$ cat config.mk
export PLATFORM = sky130hd
export DESIGN_NAME = msrv32_load_unit_ahb
export DESIGN_NICKNAME = d
export VERILOG_FILES = /design/src/rtl/msrv32_load_unit_ahb.sv
export SDC_FILE = /design/constraint.sdc
export NUM_CORES = 1
export LEC_CHECK = 0
export BUFFER_PORTS_ARGS = -buffer_cell sky130_fd_sc_hd__buf_2
export CAP_MARGIN = 20
export CORE_MARGIN = 3
export CORE_UTILIZATION = 41
export DETAILED_ROUTE_END_ITERATION = 16
export GPL_ROUTABILITY_DRIVEN = 0
export GPL_TIMING_DRIVEN = 0
export PLACE_DENSITY = 0.77
export SLEW_MARGIN = 20
export SYNTH_ARGS = -nofsm -noshare
export SYNTH_HDL_FRONTEND = slang
export SYNTH_SLANG_ARGS = --single-unit
$ cat constraint.sdc
create_clock -name clk_in -period 3.8 [get_ports clk_in]
set_input_delay 0.57 -clock clk_in [delete_from_list [all_inputs] [get_ports clk_in]]
set_output_delay 0.57 -clock clk_in [all_outputs]
set_load 0.02 [all_outputs]
$ cat src/rtl/msrv32_load_unit_ahb.sv
// Single-outstanding load unit bridging the msrv32 pipeline to an AHB-Lite master port.
// Runs address/data phases with wait states, formats read data and reports bus/alignment faults.
module msrv32_load_unit_ahb #(
  parameter int XLEN             = 32,
  parameter bit ALLOW_MISALIGNED = 1'b0
) (
  input  logic            clk_in,
  input  logic            rst_in,
  input  logic            load_req_in,
  input  logic [XLEN-1:0] addr_in,
  input  logic [1:0]      load_size_in,
  input  logic            load_unsigned_in,
  input  logic [4:0]      rd_tag_in,
  output logic            busy_out,
  output logic [XLEN-1:0] haddr_out,
  output logic [1:0]      htrans_out,
  output logic [2:0]      hsize_out,
  output logic            hwrite_out,
  input  logic [XLEN-1:0] hrdata_in,
  input  logic            hready_in,
  input  logic            hresp_in,
  output logic            lu_valid_out,
  output logic [XLEN-1:0] lu_output,
  output logic [4:0]      lu_rd_out,
  output logic            lu_err_out,
  output logic            lu_misaligned_out,
  output logic [XLEN-1:0] lu_fault_addr_out
);

  localparam int LB = $clog2(XLEN / 8);

  typedef enum logic [1:0] {S_IDLE, S_ADDR, S_DATA, S_ERR} state_t;

  state_t          r_state;
  logic [XLEN-1:0] r_addr;
  logic [1:0]      r_size;
  logic            r_unsigned;
  logic [4:0]      r_tag;
  logic [XLEN-1:0] r_haddr;
  logic [1:0]      r_htrans;
  logic [2:0]      r_hsize;
  logic            r_valid;
  logic            r_err;
  logic            r_mis;
  logic [XLEN-1:0] r_out;
  logic [4:0]      r_rd;
  logic [XLEN-1:0] r_fault;

  logic            w_mis_req;
  logic [LB-1:0]   w_lowmask;
  logic [LB-1:0]   w_off;
  logic [LB+2:0]   w_shamt;
  logic            w_full;
  logic [6:0]      w_nbits;
  logic [XLEN-1:0] w_shifted;
  logic [XLEN-1:0] w_mask;
  logic [XLEN-1:0] w_top;
  logic            w_sign;
  logic [XLEN-1:0] w_fmt;

  // Double on a 32-bit datapath can never be served, so it counts as misaligned.
  always_comb begin
    w_mis_req = 1'b0;
    case (load_size_in)
      2'b00:   w_mis_req = 1'b0;
      2'b01:   w_mis_req = addr_in[0];
      2'b10:   w_mis_req = |addr_in[1:0];
      default: w_mis_req = (XLEN == 32) ? 1'b1 : |addr_in[2:0];
    endcase
  end

  // Lane offset is the registered address rounded down to the access size.
  always_comb begin
    w_lowmask = LB'((4'd1 << r_size) - 4'd1);
    w_off     = r_addr[LB-1:0] & ~w_lowmask;
    w_shamt   = {w_off, 3'b000};
    w_full    = ({1'b0, r_size} >= 3'(LB));
    w_nbits   = 7'd8 << r_size;
    w_shifted = hrdata_in >> w_shamt;
    w_mask    = w_full ? '1 : ((XLEN'(1) << w_nbits) - XLEN'(1));
    w_top     = XLEN'(1) << (w_nbits - 7'd1);
    w_sign    = |(w_shifted & w_top);
    w_fmt     = (w_shifted & w_mask) | ((!r_unsigned && w_sign) ? ~w_mask : '0);
  end

  always_ff @(posedge clk_in or posedge rst_in) begin
    if (rst_in) begin
      r_state    <= S_IDLE;
      r_addr     <= '0;
      r_size     <= '0;
      r_unsigned <= 1'b0;
      r_tag      <= '0;
      r_haddr    <= '0;
      r_htrans   <= 2'b00;
      r_hsize    <= '0;
      r_valid    <= 1'b0;
      r_err      <= 1'b0;
      r_mis      <= 1'b0;
      r_out      <= '0;
      r_rd       <= '0;
      r_fault    <= '0;
    end else begin
      r_valid <= 1'b0;
      r_err   <= 1'b0;
      r_mis   <= 1'b0;
      case (r_state)
        S_IDLE: begin
          if (load_req_in) begin
            if (w_mis_req && !ALLOW_MISALIGNED) begin
              r_mis   <= 1'b1;
              r_fault <= addr_in;
            end else begin
              r_addr     <= addr_in;
              r_size     <= load_size_in;
              r_unsigned <= load_unsigned_in;
              r_tag      <= rd_tag_in;
              r_haddr    <= addr_in;
              r_hsize    <= {1'b0, load_size_in};
              r_htrans   <= 2'b10;
              r_state    <= S_ADDR;
            end
          end
        end
        S_ADDR: begin
          if (hready_in) begin
            r_htrans <= 2'b00;
            r_state  <= S_DATA;
          end
        end
        S_DATA: begin
          if (hresp_in) begin
            if (hready_in) begin
              r_err   <= 1'b1;
              r_fault <= r_addr;
              r_state <= S_IDLE;
            end else begin
              r_state <= S_ERR;
            end
          end else if (hready_in) begin
            r_out   <= w_fmt;
            r_rd    <= r_tag;
            r_valid <= 1'b1;
            r_state <= S_IDLE;
          end
        end
        S_ERR: begin
          if (hready_in) begin
            r_err   <= 1'b1;
            r_fault <= r_addr;
            r_state <= S_IDLE;
          end
        end
        default: r_state <= S_IDLE;
      endcase
    end
  end

  assign busy_out          = (r_state != S_IDLE);
  assign haddr_out         = r_haddr;
  assign htrans_out        = r_htrans;
  assign hsize_out         = r_hsize;
  assign hwrite_out        = 1'b0;
  assign lu_valid_out      = r_valid;
  assign lu_output         = r_out;
  assign lu_rd_out         = r_rd;
  assign lu_err_out        = r_err;
  assign lu_misaligned_out = r_mis;
  assign lu_fault_addr_out = r_fault;

endmodule

After elaboration in Yosys (flattened, before gate mapping):

Cells that the tools add are included.

* add/subtract/negate cells: 3
* multipliers: 0
* divide/modulo/power cells: 0
* $lt $le $gt $ge: 1
* eq/ne operators: 10
* shift-type cells: 5
* mux-type cells: 27
* bitwise logic cells: 8
* reductions and logical operators: 14

Operators with widths (count)
* two-way mux 32 bit: 6
* case mux 32 bit (3 select lines): 1
* AND 32 bit: 2
* << shifter 1 x 7 -> 32 bit, first input constant: 2
* NOT 32 bit: 1
* bitwise OR 32 bit: 1
* OR reduction 32 bit: 1
* >> shifter 32 x 5 -> 32 bit: 1
* subtractor 32 x 1 -> 32 bit, second input constant: 1
* two-way mux 2 bit: 9
* != test 2 bit, second input constant: 5
* AND reduction 3 bit: 3
* case mux 2 bit (4 select lines): 1
* AND reduction 4 bit: 2
* two-way mux 1 bit: 7
* << shifter 4 x 2 -> 7 bit, first input constant: 1
* subtractor 7 x 1 -> 7 bit, second input constant: 1
* == test 2 bit, second input constant: 3
* == test 2 x 1 -> 1 bit, second input constant: 2
* logical NOT 2 bit: 2
* case mux 2 bit (2 select lines): 1
* nonzero test 2 bit: 2
* case mux 1 bit (3 select lines): 1
* nonzero test 3 bit: 1
* other kinds (10): 11

* register bits: 116
* latch bits: 0
* bits in writable memories: 0
* ROM bits: 0
* input bits: 77
* memories kept: 0

Logic depth before layout (Yosys ltp):

Gate-level depths: netlist of the first run.

* depth in word-level cells: 10
* depth in mapped cells: 8
* mapped depth without buffers: 6

Least setup slack after synthesis of the first run:

Ideal clock, no wire load.

* kind: reg2reg
* start: register, netlist name hsize_out[1]
* end: register r_out[10] (netlist: lu_output[10])
* data arrival time: 2164 ps
* path slack: 1553 ps
* cell stages (with the launch flop): 9
* path buffers: 2
* cells stage by stage: dfrtp_1 > buf_4 > or2_1 > clkbuf_4 > ha_1 > and2b_2 > o32ai_2 > a21oi_1 > o21ai_0

RTL lines
* to (signal assigned): RTL line 140 `r_out <= w_fmt;`
* to (decl): RTL line 45 `logic [XLEN-1:0] r_out;`

==> results of run 1 <==
cell families (layout without fill, tap and decap cells):
group / after synthesis / in the layout
DFF: 115 / 115
AOI/OAI and AO/OA: 60 / 60
buffers and inverters: 46 / 263
muxes: 117 / 117
adders and majority gates: 1 / 1
and+or+nand+nor: 93 / 93
other: 1 / 3
state kept, by name (all words and copies together) (netlist names):
name,count
htrans_out,1
lu_rd_out,5
r_tag,5
r_state,2
hsize_out,2
lu_fault_addr_out,32
lu_valid_out,1
lu_misaligned_out,1
lu_output,32
haddr_out,32
r_unsigned,1
lu_err_out,1
path summary, 6_finish.rpt:
| path | from | endpoint | slack (ps) | cells past startpoint |
|---|---|---|---|---|
| setup / recovery | hsize_out[1] | lu_output[12] | 1370 | 8 |
| hold / removal | rst_in | lu_fault_addr_out[4] | 200 | 2 |
| setup reg to reg | hsize_out[1] | lu_output[12] | 1370 | 8 |
| hold reg to reg | r_tag[1] | lu_rd_out[1] | 470 | 2 |
| max in group asynchronous | rst_in | haddr_out[15] | 2930 | 3 |
| min in group clk_in | rd_tag_in[4] | r_tag[4] | 400 | 2 |
worst max-delay path, cell delays in order (launching register included):
cell and delay [ps]:
dfrtp_1 370, buf_4 160, or2_1 200, clkbuf_4 160, ha_1 290, and2b_2 200, o32ai_2 430, a21oi_1 280
o21ai_0 240
layout by cell type, fill, tap and decap left out, types with 2 or more instances in the layout:
master and instances:
nor3_1 8, mux2i_1 4, nor2_1 15, nand2b_1 2, nand2_1 51, a211oi_1 8
a31oi_1 7, o22ai_1 8, clkinv_2 4, clkbuf_16 17, buf_4 4, o21a_1 2
buf_6 3, and2_1 7, bufinv_16 4, mux4_1 8, conb_1 3, clkbuf_1 17
a21oi_1 4, nor2b_1 3, a221o_1 7, o21bai_1 2, mux2_2 104, o21ai_0 14
clkbuf_8 2, dfrtp_1 115, buf_2 192, inv_1 13
per-layer routing:
layer / global-route usage / wire length [um]
met5: 0 / 27
met4: 0.07003 / 270
met3: 0.08438 / 1737
met2: 0.3414 / 7004
met1: 0.2429 / 5834
final cells by class:
class                      instances  area, um^2
multi-input combinational        274        2333
clock inverter                    10       156.4
buffer                            32       190.2
inverter                          14       57.56
fill                            1097        5592
timing repair buffer             185       948.4
tap                              172       215.2
sequential                       115        2878
clock buffer                      22       454.2
power groups by stage:
| stage | clock network (mW) | registers, mW | logic (mW) |
|---|---|---|---|
| after global routing | 1.74 | 2.25 | 2.97 |
| final | 1.65 | 2.18 | 2.76 |
| after global placement | 0 | 2.14 | 2.70 |
| after floorplan | 0 | 2.81 | 1.16 |
| after detailed placement | 0 | 2.19 | 2.77 |
| after CTS | 1.68 | 2.18 | 2.78 |
==> results.cfg, run 1 <==
[clocking]
clk_pin_slew_worst_paths_ps = 50
cts_buffer_depth = 2
post_cts_buffers = 0
numCtsBuffers = 17
cts_resized = 0
cts_tree = built
numClockSinks = 115
hold_buffers = 0
htree_levels = 4
cts_root_buf = clkbuf_16
clock_latency_ps = 410

[routing]
dr.pass1.iters = 5
wl_per_cell_um = 18.05
drc = 0
wirelength_um = 14880
drtIter0Drc = 333
vias = 4325
via_per_inst = 5.249
antenna_left = 0

[power_and_ir_drop]
pwr-share-comb = 0.419
finalPower_mw = 6.586
power_density_nw_per_um2 = 910.6
ir_drop_uv = 489.4
clkPwrFrac = 0.250
switching_share = 0.3844
p_leak_nw = 3.488
pwr-share-seq = 0.331
p_int_mw = 4.055
switching_power_mw = 2.532

[timing]
finalSetupTns_ps = 0
maxSlewViolCount = 0
period_share = 0.6394
maxSlewHeadroom = 0.5601
whs_ps = 203.6
finalCriticalPeriod_ps = 2430
worst_slew_pin_slew_ps = 657.4
finClkSkew_ps = 6.637
setup_viol = 0
finalHoldViolations = 0
max_freq_mhz = 411.6
postLayoutSetupSlackWorst_ps = 1370
rsz0062_at_grt = no

[die]
num_io_pins = 188
fp-row-count = 41
die_w_um = 121.3
coreArea_um2 = 12820
start_util = 0.4247
dieHeight_um = 121.3
die_area_um2 = 14700

[logic_synthesis]
synth_compound_area_frac = 0.08339
synth_edf_count = 0
synthSimpleGateAreaFrac = 0.07719
synth_mux_area_frac = 0.2635
synthAdderAreaFrac = 0.002297
yosys.area.top_type = dfrtp_1
synth.distinct_cells = 45
async_reset_ff_frac = 1.000
ys_seq_area_frac = 0.5284
synthCells = 433
ys_warn_count = 0
netlist_area_um2 = 5446
synth_xor_area_frac = 0
synth.most_common_cell = dfrtp_1
ys.flop_type = dfrtp_1
ys_ff_latch = 115
yosys-top-cells-area = dfrtp_1 53%, mux2_2 22%, mux4_1 3.9%
synth_top_area_frac = 0.5284
synth_top_family_by_area = multiplexers
syn_avg_cell_area_um2 = 12.58
netlist_top_cells_count = 115 x dfrtp_1, 104 x mux2_2, 51 x nand2_1

[place]
port_buffers = 184
dpl_worst_slack_ps = 1370
placed_cell_area_um2 = 6623
hpwl_um = 11080
dp_cells = 792

[worst_hold_path]
holdCritPathClass = input port to asynchronous set/reset pin

[cells_and_area]
post-route-util = 0.5640
syn_to_final_growth_pct = 32.81
post-route-cell-area_um2 = 7233
drive_gt1_frac = 0.5261
instances_no_fill = 824
antennaDiodeCount = 0
finalNetCount = 717

[worst_setup_path]
worstPathRequired_ps = 4120
crit_path_start_kind = register
cp-end-kind = register
crit_arrival_ps = 2750
worstPathMaxFanout = 9
path_class = register to register

[grt]
grt_usage = 0.2059
grt_pass1_vias = 4537
antenna_found_initial = 2
globalRouteOverflowTotal = 0
grt_start_max_net_pins = 64
grt_pass1_wl_um = 23560

[run]
max_cap_violations = 0

[status]
status = finished clean
Power figures use the tool's default switching activity.
==> run 2: changes to the inputs <==
--- a/config.mk
+++ b/config.mk
@@ -5,6 +5,7 @@
 export SDC_FILE = /design/constraint.sdc
 export NUM_CORES = 1
 export LEC_CHECK = 0
+export ABC_AREA = 1
 export BUFFER_PORTS_ARGS = -buffer_cell sky130_fd_sc_hd__buf_2
 export CAP_MARGIN = 20
 export CORE_MARGIN = 3
@@ -12,7 +13,7 @@
 export DETAILED_ROUTE_END_ITERATION = 16
 export GPL_ROUTABILITY_DRIVEN = 0
 export GPL_TIMING_DRIVEN = 0
-export PLACE_DENSITY = 0.77
+export PLACE_DENSITY = 0.75
 export SLEW_MARGIN = 20
 export SYNTH_ARGS = -nofsm -noshare
 export SYNTH_HDL_FRONTEND = slang
==> constraint.sdc (replaced) <==
create_clock -name clk_in -period 2.4 [get_ports clk_in]
set_input_delay 0.36 -clock clk_in [delete_from_list [all_inputs] [get_ports clk_in]]
set_output_delay 0.36 -clock clk_in [all_outputs]
set_load 0.02 [all_outputs]
==> results.cfg, run 2 <==
[worst_setup_path]
crit_start = hsize_out[0]
path_class = register to register
cp-end-kind = register
worstPathMaxFanout = 10
worstPathRequired_ps = 2740
crit_path_start_kind = register
rr_startpoint = hsize_out[0]
crit_arrival_ps = 2330

[cells_and_area]
post-route-cell-area_um2 = 7242
drive_gt1_frac = 0.3050
layout_commonest_cell = buf_2
regArea_um2 = 2878
multi_input_area_um2 = 2082
finalNetCount = 937
fillers = 1179
post-route-util = 0.5670
syn_to_final_growth_pct = 33.80
layout_common_cells = 200 x buf_2, 115 x dfrtp_1, 108 x nor2_1, 105 x a21oi_1, 86 x nand2_1

[logic_synthesis]
ys_ff_latch = 115
async_reset_ff_frac = 1.000
yosys.area.top_type = dfrtp_1
syn_avg_cell_area_um2 = 8.340
netlist_top_cells_count = 115 x dfrtp_1, 108 x nor2_1, 105 x a21oi_1
synth_top_area_frac = 0.5317
synthCells = 649
ys_seq_area_frac = 0.5317
synth_compound_area_frac = 0.1972
ys.flop_type = dfrtp_1
netlist_area_um2 = 5413
synth.most_common_cell = dfrtp_1
ys_warn_count = 0
synth_xor_area_frac = 0
synthSimpleGateAreaFrac = 0.1768
synth_mux_area_frac = 0.006241
synthAdderAreaFrac = 0.002312
yosys-top-cells-area = dfrtp_1 53%, a21oi_1 9.7%, nor2_1 7.5%
synth_edf_count = 0
synth_top_family_by_area = compound AO/OA/AOI/OAI gates
synth.distinct_cells = 35

[power_and_ir_drop]
pwr-share-comb = 0.464
clkPwrFrac = 0.222
ir_drop_uv = 871.3
switching_power_mw = 4.934
p_leak_nw = 3.754
switching_share = 0.4433
power_density_nw_per_um2 = 1537
p_int_mw = 6.196
pwr-share-seq = 0.315

[worst_hold_path]
holdCritPathClass = input port to register
min_from = rd_tag_in[2]

[clocking]
clk_pin_slew_worst_paths_ps = 50
htree_levels = 4
cts_buffer_depth = 2
cts_tree = built
clock_latency_ps = 410
cts_root_buf = clkbuf_16
numCtsBuffers = 17
numClockSinks = 115
cts_resized = 0

[timing]
finalHoldViolations = 0
rsz0062_at_grt = no
worst_slew_pin_slew_ps = 566.6
finClkSkew_ps = 6.783
period_share = 0.8308
max_freq_mhz = 501.5
postLayoutSetupSlackWorst_ps = 406.0
maxSlewViolCount = 0
finalCriticalPeriod_ps = 1994
maxSlewHeadroom = 0.6223
setup_viol = 0

[die]
fp-row-count = 41
start_util = 0.4237
die_area_um2 = 14620
coreArea_um2 = 12770
dieHeight_um = 120.9
die_w_um = 120.9
num_io_pins = 188

[routing]
dr.pass1.iters = 5
wirelength_um = 16110
wl_per_cell_um = 15.42
via_per_inst = 4.981
drc = 0
drtIter0Drc = 417
vias = 5205
antenna_left = 0

[grt]
globalRouteOverflowTotal = 0
grt_start_max_net_pins = 34
grt_pass1_vias = 5017
grt_pass1_wl_um = 25620
grt_usage = 0.2252
antenna_found_initial = 1

[place]
hpwl_um = 12040
placed_cell_area_um2 = 6648
dpl_worst_slack_ps = 392.0
port_buffers = 184

[run]
max_cap_violations = 0

[status]
status = finished clean
## run 2: cell types whose count changed after synthesis, sizes merged, moves of 8 or more
cell	change
nand3	+15
mux2	-101
mux4	-8
nand2	+37
inv	+57
nor2	+98
o21ai	+59
a211oi	-9
a21oi	+110
## run 2: timing repair
action / CTS / global route
buffers inserted: 0 / 0
endpoints found under the setup margin: 0 / 0
hold endpoints to repair: 11 / 0
hold buffers: 1 / 0
## run 2: worst max-delay path, stage by stage, from the launching register on
cell,delay (ps)
dfrtp_1,470
nor2_8,240
inv_6,70
ha_1,280
or2_0,230
nor2_2,120
nor2_2,50
nand3_4,100
nand3_4,180
a21oi_2,170
## run 2: metal layers
metal | share of wire | track usage
met4 | 0.011 | 0.07507
met5 | 0.00081 | 0
met1 | 0.41 | 0.2805
met3 | 0.094 | 0.07506
met2 | 0.48 | 0.3685
## run 2: kinds of logic (layout without fill, tap and decap cells)
kind of cell / Yosys count / in the layout
simple gates: 220 / 220
compound gates: 198 / 198
flops: 115 / 115
buf+inv: 111 / 332
mux: 3 / 3
fa+ha+maj: 1 / 1
other cells: 1 / 4
## run 2: final timing paths
kind / endpoint / slack, ps / cells after the start
worst max-delay path: lu_output[21] / 410 / 9
worst min-delay path: r_tag[2] / 160 / 2
worst max register to register: lu_output[21] / 410 / 9
worst min register to register: lu_rd_out[3] / 470 / 2
max in group asynchronous: lu_output[8] / 1070 / 6
min in group asynchronous: haddr_out[7] / 450 / 3
## run 2: power groups by stage
stage                     registers (mW)  clock network, mW  logic (mW)
after floorplan                     4.53                  0        2.37
after CTS                           3.50               2.51        5.21
final                               3.50               2.47        5.16
after global placement              3.50                  0        5.06
after global routing                3.62               2.61        5.67
after detailed placement            3.51                  0        5.19
## run 2: cell type report
| cell class | count | area share |
|---|---|---|
| sequential | 115 | 0.3974 |
| clock inverter | 9 | 0.01434 |
| antenna | 1 | 0.0003455 |
| clock buffer | 23 | 0.06600 |
| inverter | 71 | 0.03801 |
| timing repair buffer | 189 | 0.1406 |
| tap | 172 | 0.02972 |
| buffer | 40 | 0.02609 |
| multi-input combinational | 425 | 0.2875 |
## run 2: through the flow
stage / setup TNS, ps / total power [mW] / std cells / hold slack [ps]
2_1_floorplan: 0 / 6.900 / 651 / 445.2
5_1_grt: 0 / 11.90 / 1044 / 153.4
3_3_place_gp: -19150 / 8.565 / 1007 / 457.1
6_report: 0 / 11.13 / 1045 / 160.5
4_1_cts: 0 / 11.21 / 1044 / 142.4
3_5_place_dp: 0 / 8.699 / 1011 / 336.7
==> run 3: changes to the inputs <==
--- a/config.mk
+++ b/config.mk
@@ -5,7 +5,7 @@
 export SDC_FILE = /design/constraint.sdc
 export NUM_CORES = 1
 export LEC_CHECK = 0
-export ABC_AREA = 1
+export ABC_AREA = 0
 export BUFFER_PORTS_ARGS = -buffer_cell sky130_fd_sc_hd__buf_2
 export CAP_MARGIN = 20
 export CORE_MARGIN = 3
@@ -13,7 +13,7 @@
 export DETAILED_ROUTE_END_ITERATION = 16
 export GPL_ROUTABILITY_DRIVEN = 0
 export GPL_TIMING_DRIVEN = 0
-export PLACE_DENSITY = 0.75
+export PLACE_DENSITY = 0.77
 export SLEW_MARGIN = 20
 export SYNTH_ARGS = -nofsm -noshare
 export SYNTH_HDL_FRONTEND = slang
==> constraint.sdc (replaced) <==
create_clock -name clk_in -period 1.7 [get_ports clk_in]
set_input_delay 0.255 -clock clk_in [delete_from_list [all_inputs] [get_ports clk_in]]
set_output_delay 0.255 -clock clk_in [all_outputs]
set_load 0.02 [all_outputs]
==> results.cfg, run 3 (same netlist as run 1, synthesis figures left out) <==
[clocking]
cts_buffer_depth = 2
numClockSinks = 115
numCtsBuffers = 17
cts_tree = built
cts_root_buf = clkbuf_16
clock_latency_ps = 410
htree_levels = 4
clk_pin_slew_worst_paths_ps = 50

[timing]
maxSlewViolCount = 0
setup_viol = 44
worst_slew_pin_slew_ps = 755.0
postLayoutSetupSlackWorst_ps = -363.7
period_share = 1.214
max_freq_mhz = 484.6
finClkSkew_ps = 6.786
whs_ps = 75.43
finalCriticalPeriod_ps = 2064
rsz0062_at_grt = yes
finalHoldViolations = 0
maxSlewHeadroom = 0.4956

[routing]
via_per_inst = 5.276
vias = 4516
drc = 0
wirelength_um = 16990
wl_per_cell_um = 19.85
drtIter0Drc = 323
dr.pass1.iters = 4
antenna_left = 0

[worst_setup_path]
critPathTopFamily = compound AO/OA/AOI/OAI gates
worstPathRequired_ps = 2010
critPathMaxStageDelay_ps = 430
crit_chain = buf_6 -> nand2b_4 -> ha_4 -> and2b_2 -> o32ai_4 -> buf_6 -> a211oi_4 -> o41ai_2
critPathBufInv = 2
path_class = register to register
path_common_cell = buf_6
crit_arrival_ps = 2380
worstPathMaxFanout = 8
cp-end-kind = register
slowest_stage = dfrtp_2
crit_path_start_kind = register

[die]
coreArea_um2 = 12820
num_io_pins = 188
fp-row-count = 41
dieHeight_um = 121.3
start_util = 0.4247
die_area_um2 = 14700
die_w_um = 121.3

[grt]
antenna_found_initial = 1
grt_pass1_wl_um = 24780
grt_pass1_vias = 4562
globalRouteOverflowTotal = 0
grt_usage = 0.2201
grt_start_max_net_pins = 32

[power_and_ir_drop]
switching_share = 0.3819
pwr-share-seq = 0.306
p_leak_nw = 3.955
p_int_mw = 9.926
pwr-share-comb = 0.481
clkPwrFrac = 0.213
switching_power_mw = 6.133
finalPower_mw = 16.06
power_density_nw_per_um2 = 1976
ir_drop_uv = 1264

[cells_and_area]
drive_gt1_frac = 0.6140
syn_to_final_growth_pct = 49.25
instances_no_fill = 856
layout_common_cells = 185 x buf_2, 111 x dfrtp_1, 52 x mux2_4, 52 x mux2_2, 46 x nand2_1
finalNetCount = 752
antennaDiodeCount = 0
post-route-cell-area_um2 = 8129
layout_commonest_cell = buf_2

[status]
failed_checks = setup timing
status = complete, but fails checks

[worst_hold_path]
holdCritPathClass = input port to register

[place]
dp_cells = 794
port_buffers = 184
placed_cell_area_um2 = 6694
hpwl_um = 11490

[run]
max_cap_violations = 0
-- run 3: what timing repair did --
item | CTS | global route
pin swaps | 13 | 14
setup endpoints to repair | 111 | 107
hold endpoints to repair | 29 | 0
hold buffers | 1 | 0
gates resized for setup | 49 | 97
setup buffers | 13 | 15
gates cloned | 1 | 7
-- run 3: final cells by class --
type / instances / area, um^2
Buffer: 29 / 299.0
Clock buffer: 24 / 481.7
Clock inverter: 5 / 77.57
Fill cell: 970 / 4696
Inverter: 14 / 56.30
Multi-Input combinational cell: 274 / 2660
Sequential cell: 115 / 2883
Tap cell: 172 / 215.2
Timing Repair Buffer: 223 / 1456
-- run 3: path summary, 6_finish.rpt --
kind | to | slack, ps | cells past startpoint | from
setup / recovery | lu_output[8] | -360 | 8 | hsize_out[1]
hold / removal | r_unsigned | 80 | 2 | load_unsigned_in
setup reg to reg | lu_output[8] | -360 | 8 | hsize_out[1]
hold reg to reg | lu_output[4] | 480 | 2 | lu_output[4]
max in group asynchronous | haddr_out[5] | 360 | 5 | rst_in
min in group asynchronous | haddr_out[27] | 520 | 3 | rst_in
-- run 3: power by group through the flow --
| stage | sequential (mW) | combinational, mW | clock (mW) |
|---|---|---|---|
| after CTS | 4.86 | 6.80 | 3.47 |
| after global routing | 5.07 | 8.23 | 3.62 |
| after floorplan | 6.29 | 2.73 | 0 |
| after global placement | 4.78 | 6.20 | 0 |
| final | 4.92 | 7.72 | 3.42 |
| after detailed placement | 4.88 | 6.37 | 0 |
-- run 3: metal layers --
metal,share of wire,vias up,global-route usage
met5,0.00077,-,0
met4,0.017,2,0.06653
met3,0.10,35,0.08578
met2,0.50,225,0.3758
met1,0.39,2231,0.2563
li1,-,2023,-
-- run 3: through the flow --
| stage | util | setup TNS, ps | setup slack [ps] |
|---|---|---|---|
| 6_report | 0.6339 | -8083 | -363.7 |
| 5_1_grt | 0.6339 | -11940 | -426.4 |
| 4_1_cts | 0.5874 | -10820 | -435.7 |
| 3_5_place_dp | 0.5220 | -34690 | -602.7 |
| 3_3_place_gp | 0.5173 | -103710 | -789.9 |
| 2_1_floorplan | - | -9687 | -431.2 |
-- run 3: worst register-to-register path, cell delays in order, from the launching register on --
cell      delay [ps]
dfrtp_2          430
buf_6            120
nand2b_4         150
ha_4             240
and2b_2          210
o32ai_4          400
buf_6            160
a211oi_4          60
o41ai_2          210
